==> src/rtl/parking_exit_controller.sv <==
// Parking exit controller: per-slot occupancy and billing-tick tracking,
// fee quote, payment handshake and timed exit gate.
// Optional grace period is compiled in when GRACE_PERIOD_EN is defined.

// Per-slot occupancy flag and saturating parked-duration counter.
module parking_slot #(
    parameter int DUR_W = 10
) (
    input  logic             clk,
    input  logic             reset,
    input  logic             tick,
    input  logic             park,
    input  logic             free,
    output logic             occ,
    output logic [DUR_W-1:0] dur
);
    logic             occ_q, occ_d;
    logic [DUR_W-1:0] dur_q, dur_d;

    // Park wins over a simultaneous free; counter only runs while occupied.
    always_comb begin
        occ_d = occ_q;
        dur_d = dur_q;
        if (park) begin
            occ_d = 1'b1;
            dur_d = '0;
        end else if (free) begin
            occ_d = 1'b0;
            dur_d = '0;
        end else if (tick && occ_q && (dur_q != {DUR_W{1'b1}})) begin
            dur_d = dur_q + 1'b1;
        end
    end

    // Slot state register.
    always_ff @(posedge clk or posedge reset) begin
        if (reset) begin
            occ_q <= 1'b0;
            dur_q <= '0;
        end else begin
            occ_q <= occ_d;
            dur_q <= dur_d;
        end
    end

    assign occ = occ_q;
    assign dur = dur_q;
endmodule

module parking_exit_controller #(
    parameter int NUM_SLOTS   = 10,
    parameter int TICK_DIV    = 1000,
    parameter int RATE        = 2,
    parameter int DUR_W       = 10,
    parameter int FEE_W       = 12,
    parameter int GATE_CYCLES = 5,
`ifdef GRACE_PERIOD_EN
    parameter int GRACE_TICKS = 3,
`endif
    parameter int PAY_TIMEOUT = 255
) (
    input  logic                 clk,
    input  logic                 reset,
    input  logic                 park_valid,
    input  logic [3:0]           park_slot,
    input  logic                 exit_req,
    input  logic [3:0]           exit_slot,
    input  logic                 pay_valid,
    input  logic [FEE_W-1:0]     pay_amount,
    output logic                 fee_valid,
    output logic [FEE_W-1:0]     fee_amount,
    output logic                 change_valid,
    output logic [FEE_W-1:0]     change_amount,
    output logic                 gate,
    output logic                 ERROR_slot,
    output logic                 ERROR_payment,
    output logic [NUM_SLOTS-1:0] occupied,
    output logic [3:0]           space_remaining
);
    localparam int PW = (TICK_DIV > 1) ? $clog2(TICK_DIV) : 1;
    localparam int TW = $clog2(PAY_TIMEOUT + 1);
    localparam int GW = $clog2(GATE_CYCLES + 1);
    localparam logic [63:0] FEE_MAX = (64'd1 << FEE_W) - 64'd1;

    typedef enum logic [1:0] {IDLE, QUOTE, GATE} state_t;

    state_t                          state_q, state_d;
    logic [PW-1:0]                   presc_q, presc_d;
    logic [TW-1:0]                   tmo_q, tmo_d;
    logic [GW-1:0]                   gcnt_q, gcnt_d;
    logic [3:0]                      slot_q, slot_d;
    logic [FEE_W-1:0]                fee_q, fee_d;
    logic [FEE_W-1:0]                chg_q, chg_d;
    logic                            chg_vld_q, chg_vld_d;
    logic                            err_slot_q, err_slot_d;
    logic                            err_pay_q, err_pay_d;
    logic [3:0]                      space_q, space_d;

    logic                            tick;
    logic                            accept;
    logic                            exit_ok;
    logic [DUR_W-1:0]                sel_dur;
    logic [63:0]                     fee_wide;
    logic [FEE_W-1:0]                fee_new;
    logic [NUM_SLOTS-1:0]            occ;
    logic [NUM_SLOTS-1:0]            park_vec, free_vec;
    logic [NUM_SLOTS-1:0][DUR_W-1:0] dur;

    assign tick   = (presc_q == PW'(TICK_DIV - 1));
    assign accept = (state_q == QUOTE) && pay_valid && (pay_amount >= fee_q);

    genvar k;
    generate
        for (k = 0; k < NUM_SLOTS; k++) begin : g_slot
            assign free_vec[k] = accept && (slot_q == 4'(k + 1));
            assign park_vec[k] = park_valid && (park_slot == 4'(k + 1)) &&
                                 (!occ[k] || free_vec[k]);
            parking_slot #(.DUR_W(DUR_W)) u_slot (
                .clk   (clk),
                .reset (reset),
                .tick  (tick),
                .park  (park_vec[k]),
                .free  (free_vec[k]),
                .occ   (occ[k]),
                .dur   (dur[k])
            );
        end
    endgenerate

    // Free-running billing prescaler.
    always_comb begin
        presc_d = tick ? '0 : presc_q + 1'b1;
    end

    // Look up the requested slot and compute its saturated fee.
    always_comb begin
        exit_ok = 1'b0;
        sel_dur = '0;
        for (int i = 0; i < NUM_SLOTS; i++) begin
            if (exit_slot == 4'(i + 1)) begin
                exit_ok = occ[i];
                sel_dur = dur[i];
            end
        end
`ifdef GRACE_PERIOD_EN
        if (64'(sel_dur) < 64'(GRACE_TICKS))
            fee_wide = 64'd0;
        else
            fee_wide = (64'(sel_dur) - 64'(GRACE_TICKS) + 64'd1) * 64'(RATE);
`else
        fee_wide = (64'(sel_dur) + 64'd1) * 64'(RATE);
`endif
        fee_new = (fee_wide > FEE_MAX) ? FEE_MAX[FEE_W-1:0] : fee_wide[FEE_W-1:0];
    end

    // Exit FSM: quote, payment handshake, timed gate.
    always_comb begin
        state_d    = state_q;
        tmo_d      = tmo_q;
        gcnt_d     = gcnt_q;
        slot_d     = slot_q;
        fee_d      = fee_q;
        chg_d      = chg_q;
        chg_vld_d  = 1'b0;
        err_slot_d = 1'b0;
        err_pay_d  = 1'b0;
        case (state_q)
            IDLE: begin
                if (exit_req) begin
                    if (exit_ok) begin
                        slot_d  = exit_slot;
                        fee_d   = fee_new;
                        tmo_d   = '0;
                        state_d = QUOTE;
                    end else begin
                        err_slot_d = 1'b1;
                    end
                end
            end
            QUOTE: begin
                if (accept) begin
                    chg_vld_d = 1'b1;
                    chg_d     = pay_amount - fee_q;
                    gcnt_d    = '0;
                    state_d   = GATE;
                end else begin
                    if (pay_valid)
                        err_pay_d = 1'b1;
                    if (tmo_q == TW'(PAY_TIMEOUT - 1)) begin
                        err_pay_d = 1'b1;
                        state_d   = IDLE;
                    end else begin
                        tmo_d = tmo_q + 1'b1;
                    end
                end
            end
            GATE: begin
                if (gcnt_q == GW'(GATE_CYCLES - 1))
                    state_d = IDLE;
                else
                    gcnt_d = gcnt_q + 1'b1;
            end
            default: state_d = IDLE;
        endcase
    end

    // Free-space count lags occupancy by one cycle.
    always_comb begin
        int pc;
        pc = 0;
        for (int i = 0; i < NUM_SLOTS; i++)
            pc = pc + int'(occ[i]);
        space_d = 4'(NUM_SLOTS - pc);
    end

    // Control and output registers.
    always_ff @(posedge clk or posedge reset) begin
        if (reset) begin
            state_q    <= IDLE;
            presc_q    <= '0;
            tmo_q      <= '0;
            gcnt_q     <= '0;
            slot_q     <= '0;
            fee_q      <= '0;
            chg_q      <= '0;
            chg_vld_q  <= 1'b0;
            err_slot_q <= 1'b0;
            err_pay_q  <= 1'b0;
            space_q    <= 4'(NUM_SLOTS);
        end else begin
            state_q    <= state_d;
            presc_q    <= presc_d;
            tmo_q      <= tmo_d;
            gcnt_q     <= gcnt_d;
            slot_q     <= slot_d;
            fee_q      <= fee_d;
            chg_q      <= chg_d;
            chg_vld_q  <= chg_vld_d;
            err_slot_q <= err_slot_d;
            err_pay_q  <= err_pay_d;
            space_q    <= space_d;
        end
    end

    assign fee_valid       = (state_q == QUOTE);
    assign fee_amount      = fee_q;
    assign change_valid    = chg_vld_q;
    assign change_amount   = chg_q;
    assign gate            = (state_q == GATE);
    assign ERROR_slot      = err_slot_q;
    assign ERROR_payment   = err_pay_q;
    assign occupied        = occ;
    assign space_remaining = space_q;
endmodule

==> config.mk <==
export PLATFORM = sky130hd
export DESIGN_NAME = parking_exit_controller
export DESIGN_NICKNAME = d
export VERILOG_FILES = /design/src/rtl/parking_exit_controller.sv
export SDC_FILE = /design/constraint.sdc
export NUM_CORES = 1
export LEC_CHECK = 0
export ABC_AREA = 1
export BUFFER_PORTS_ARGS = -buffer_cell sky130_fd_sc_hd__buf_2
export CORE_UTILIZATION = 65
export CTS_CLUSTER_DIAMETER = 50
export DETAILED_ROUTE_END_ITERATION = 7
export GPL_ROUTABILITY_DRIVEN = 0
export PLACE_DENSITY = 0.87
export RECOVER_POWER = 100
export SETUP_SLACK_MARGIN = 0.05
export SYNTH_ARGS = -nofsm -noshare
export SYNTH_HDL_FRONTEND = slang
export SYNTH_HIERARCHICAL = 1
export SYNTH_SLANG_ARGS = --single-unit
==> constraint.sdc <==
create_clock -name clk -period 5.8 [get_ports clk]
set_input_delay 1.16 -clock clk [delete_from_list [all_inputs] [get_ports clk]]
set_output_delay 1.16 -clock clk [all_outputs]
set_load 0.01 [all_outputs]
# After elaboration in Yosys (flattened, before gate mapping)

Cells that the tools add are included.

Register bits: 168
Input port bits: 25
Output and inout bits: 43
Word-level logic and storage cells: 306

Add/subtract/negate cells: 25
Order comparisons: 2
Equal/unequal tests: 53
Mux-type cells: 95
Reductions and logical operators: 100

Operators by type and width:

| operator              | number |
|---|---|
| $mux 10               | 41 |
| $add 10x1->10 const B | 11 |
| $ne 10x10->1 const B  | 10 |
| $logic_and 1x1->1     | 52 |
| $eq 4x3->1 const B    | 12 |
| $mux 1                | 39 |
| $eq 4x4->1 const B    | 9 |
| $mux 8                | 4 |
| $reduce_bool 3->1     | 10 |
| $add 4x1->4           | 6 |
| $eq 4x2->1 const B    | 6 |
| $reduce_bool 2->1     | 12 |
| $pmux 8 s2            | 1 |
| $eq 4x1->1 const B    | 3 |
| $ge 12x12->1          | 1 |
| $gt 12x12->1 const B  | 1 |
| $mux 12               | 1 |
| $sub 12x12->12        | 1 |
| $add 10x1->11 const B | 1 |
| $eq 10x10->1 const B  | 1 |
| $logic_not 1->1       | 10 |
| $logic_or 1x1->1      | 10 |
| $mux 2                | 5 |
| $ne 2x2->1 const B    | 5 |
| other kinds (20)      | 23 |

# Longest topological paths before layout

Depth in word-level cells: 14
Depth in mapped cells: 19
Depth with buffers taken out: 17

# Cells and area by module

The synthesis kept the hierarchy.

By module, submodules not included:

| module                  | instances | cells an instance | area each (sq um) | seq. area each (sq um) |
|---|---|---|---|---|
| parking_slot            | 10        | 105               | 749.5             | 275.3 |
| parking_exit_controller | 1         | 718               | 4825.9            | 1428.9 |

# Worst setup path before layout

OpenSTA, ideal clock, no wires.

Kind: input port to flip-flop
Start point: input pay_amount[3]
End point: register g_slot[8].u_slot.dur_q[4]
Setup time: 118 ps
Arrival: 3241 ps
Required time: 5682 ps
Slack: 2441 ps
Stages: 14
Buffers on the path: 0
Cells stage by stage: ha_1 nand2_1 o21ai_1 nand3_1 nand4_1 nand3_2 nor3_1 nand2_1 a21oi_1 nor2_1 nand2_4 clkinv_8 nand2_1 o21ai_2

Longest elaborated chain between the ends: 6
Elaborated cells between the ends (all ways): 8
Those cells by class: order compare: 1; mux: 2; reduce/logical: 5

RTL lines:

| what                                                   | line | RTL |
|---|---|---|
| start, declared                                        | 69   | `input logic [FEE_W-1:0] pay_amount,` |
| $ge 12x12->1 (*)                                       | 110  | `assign accept = (state_q == QUOTE) && pay_valid && (pay_amount >= fee_q);` |
| $logic_and 1x1->1 (*)                                  | 110  |  |
| $logic_and 1x1->1 (*)                                  | 115  | `assign free_vec[k] = accept && (slot_q == 4'(k + 1));` |
| $logic_or 1x1->1 (*)                                   | 117  | `(!occ[k] \|\| free_vec[k]);` |
| $logic_and 1x1->1 (*)                                  | 116  | `assign park_vec[k] = park_valid && (park_slot == 4'(k + 1)) &&` |
| via park_vec[8]                                        | 106  | `logic [NUM_SLOTS-1:0] park_vec, free_vec;` |
| $reduce_bool 3->1 (no line) or $mux 10 (tied branches) | -    |  |
| end signal, assigned                                   | 42   | `dur_q <= dur_d;` |
| end, declared                                          | 18   | `logic [DUR_W-1:0] dur_q, dur_d;` |

Mark *: on every way through the listed nets, which the timed path passes. The rest lies on a longest branch.
A chain may end at the register's enable or synchronous reset.

# Worst setup path in the final report

Start point: input pay_amount[3]
End point: register g_slot[4].u_slot.dur_q[3]

Longest elaborated chain between the ends: 6
Elaborated cells between the ends (all ways): 8
Those cells by class: order compare: 1; mux: 2; reduce/logical: 5

RTL lines:

| what                                                   | line |
|---|---|
| $ge 12x12->1 (*)                                       | 110 |
| $logic_and 1x1->1 (*)                                  | 110 |
| $logic_and 1x1->1 (*)                                  | 115 |
| $logic_or 1x1->1 (*)                                   | 117 |
| $logic_and 1x1->1 (*)                                  | 116 |
| via park_vec[4]                                        | 106 |
| $reduce_bool 3->1 (no line) or $mux 10 (tied branches) | - |
| end signal, assigned                                   | 42 |
| end, declared                                          | 18 |

Marks and branches as above.

==> run_results.csv <==
group,metric,value,unit
outcome,outcome,"finished, violations left",
outcome,violations,"max-capacitance violations, max-slew violations",
setup_path,slowest_stage,"nor3_1",
floorplan,dieArea,19500,um2
cts,cts_sinks,167,
floorplan,fp.coreArea,18300,um2
timing,final.min_clock_period,4870,ps
logic_synthesis,syn_area,12300,um2
place,io_buffers,66,
setup_path,crit_buf_inv,2,
timing,slew_viol_final,42,
cts,cts_htree_levels,4,
job,max-cap-violations,1,
setup_path,arrival,5180,ps
cts,clk_path_buf_depth,2,
global_routing,grt_max_degree,42,
cts,cts_buffers,17,
logic_synthesis,ys_types,46,
timing,timing.fmax,206,MHz
drt,dr_total_vias,12100,
global_routing,antenna_found_initial,0,
cts,cts_tree,"built",
logic_synthesis,syn_nets,1836,
setup_path,critPathTopFamily,"simple AND/OR/NAND/NOR gates",
drt,via_per_inst,5.80,
timing,worst_pin_slew,2120,ps
logic_synthesis,synth-seq-area-share,33.9,%
logic_synthesis,syn_avg_cell_area,6.97,um2
setup_path,critPathCaptureType,"flip-flop",
timing,finalHoldViolCount,0,
final_layout,fill_cells,1493,
worst_hold_path,min_path_type,"flip-flop to flip-flop",
global_routing,overflow,0,
final_layout,fin_nets,1909,
timing,relSlewSlack,-41.1,%
logic_synthesis,ys_seq_elements,167,
logic_synthesis,netlist_top_cells_area,"dfrtp_1 (34%), nand2_1 (17%), inv_1 (7.2%), nand3_1 (6.1%), nor2_1 (6.0%)",
drt,wl_per_cell,15.3,um
final_layout,drive_gt1_share,8.42,%
global_routing,grt_pass1_vias,11200,
logic_synthesis,synth_edf_count,0,
timing,setup-violations-final,0,
logic_synthesis,yosysWarningCount,6,
setup_path,cp-start-kind,"input port",
floorplan,die_w,140,um
timing,fin_skew,10.3,ps
timing,final.setup.tns,0,ps
final_layout,final_cells,2082,
final_layout,layout_commonest_cell,"nand2_1",
power,ir_drop,0.000297,V
logic_synthesis,synthCells,1768,
logic_synthesis,synth_flop_cell,"dfrtp_1",
drt,drt_iter0_drc,1196,
setup_path,worstPathRequired,6120,ps
drt,dr.pass1.iters,6,
setup_path,path_class,"input port to flip-flop",
final_layout,area_growth,6.69,%
final_layout,antennaDiodeCount,0,
place,dp_hpwl,23500,um
cts,postCtsSetupRepairBufs,0,
final_layout,final_cell_mix,"nand2_1 (571), inv_1 (237), nor2_1 (199)",
floorplan,io-pin-count,68,
drt,antenna_left,0,
cts,clkSlewWorstSetupHoldPaths,70,ps
cts,clock_latency,430,ps
place,place_inst,2051,
global_routing,track_usage,34.2,%
timing,fin_hold_ws,492,ps
timing,fin_crit_sh,83.9,%
setup_path,path_max_fanout,28,
drt,drt-total-wl,31900,um
cts,cts_root_buf,"clkbuf_16",
drt,drcViolationCount,0,
global_routing,grt_pass1_wl,53900,um
cts,ctsHoldBuffers,0,
cts,cts_resized,0,
setup_path,cpPeakStageDelay,880,ps
logic_synthesis,synth_top_area_share,33.5,%
logic_synthesis,synth_area_leader_cell,"dfrtp_1",
power,p_leak,0.00629,uW
floorplan,initial_utilization,67.4,%
timing,rsz0062_at_grt,"no",
floorplan,rows,49,
final_layout,final_area,13100,um2
floorplan,die_h,140,um
place,placed_cell_area,12900,um2
power,p_per_area,374,nW/um2
setup_path,cp_cell_sequence,"buf_2, ha_1, nand2_1, o21ai_0, nand3_1, nand4_1, nand3_1, nor3_1, nand2_1, a21oi_1, nor2_1, nand2_4, clkinv_8, o21ai_0",
logic_synthesis,async_reset_ff_share,100,%
## final timing paths
path                       depth (start not counted)              from                 endpoint  slack [ps]
setup / recovery                                  14     pay_amount[3]  g_slot[4].u_slot/dur[3]         930
hold / removal                                     2  change_amount[3]         change_amount[3]         490
min in group asynchronous                          2             reset  g_slot[4].u_slot/dur[4]        1210
setup reg to reg                                  14     fee_amount[3]  g_slot[4].u_slot/dur[3]        1350
hold reg to reg                                    2  change_amount[3]         change_amount[3]         490
max in group asynchronous                          3             reset                gcnt_q[0]        2060
## layer usage
metal | up-vias | wire length [um] | global-route usage [%]
met3 | 117 | 2500 | 6.33
met1 | 5625 | 13400 | 44.9
met5 | - | 0 | 0
li1 | 5800 | - | -
met2 | 542 | 14800 | 54.8
met4 | 0 | 1270 | 16.4
## through the flow
step	setup WS [ps]	util, %	power [uW]
after floorplan	2440	-	3200
after global placement	1330	70.3	3770
after detailed placement	1220	70.3	3880
after CTS	1650	73.4	5000
after global routing	664	71.9	5300
final	935	71.9	4920
## area by class of cell
cell class | instances | area (um2) | area share, %
Clock buffer | 18 | 439 | 3.34
Sequential cell | 167 | 4180 | 31.8
Inverter | 256 | 1070 | 8.11
Tap cell | 229 | 287 | 2.18
Multi-Input combinational cell | 1332 | 6770 | 51.5
Timing Repair Buffer | 67 | 279 | 2.12
Clock inverter | 13 | 120 | 0.914
## logic make-up after synthesis
| logic type | count (synthesis) | synth area share, % |
|---|---|---|
| other | 1 | 0.0304 |
| AOI/OAI and AO/OA | 122 | 6.05 |
| DFF | 167 | 33.9 |
| xor gates and xnor gates | 20 | 1.42 |
| adders and majority gates | 43 | 4.79 |
| and+or+nand+nor | 1146 | 44.2 |
| buffers and inverters | 269 | 9.60 |
## worst min-delay path, cell delays in order, from the launching register on
cell and delay (ps):
dfrtp_1 340, nand2_1 60, o21ai_0 60
## Yosys cell counts, types with 2 or more instances
cell / instances
nand4_1: 81
xnor2_1: 5
nor3b_1: 10
nand3_1: 151
or2_1: 2
o21bai_1: 3
nor2_2: 7
dfstp_2: 2
nor3_1: 29
nand3_2: 2
nand2_4: 23
inv_1: 235
and3_1: 2
o21ai_1: 14
a21oi_1: 32
inv_2: 8
ha_1: 36
o211ai_1: 3
nor2_4: 24
clkinv_8: 10
nand2_1: 562
buf_4: 3
o22ai_1: 2
clkbuf_1: 3
o21ai_2: 30
fa_1: 7
nand3b_1: 11
or2_2: 12
or2_0: 3
clkinv_1: 2
nand2_2: 15
buf_6: 4
nand3_4: 10
o21ai_0: 36
dfrtp_1: 165
nor2_1: 198
buf_2: 3
xor2_1: 15
## sequential cells by signal (all words and copies together) (netlist names)
signal / cells
tmo_q: 8
space_remaining: 4
fee_amount: 11
slot_q: 4
change_amount: 12
presc_q: 10
g_slot.u_slot/dur: 100
gcnt_q: 3
ERROR_slot: 1
state_q: 2
ERROR_payment: 1
change_valid: 1
g_slot.u_slot/occ: 10
## where the power goes
part / internal [uW] / switching [uW] / total (uW)
Clock: 605 / 495 / 1100
Combinational: 741 / 1220 / 1960
Sequential: 1460 / 409 / 1860
Total: 2800 / 2120 / 4920
Note: power is estimated with default switching activity, not from simulation.
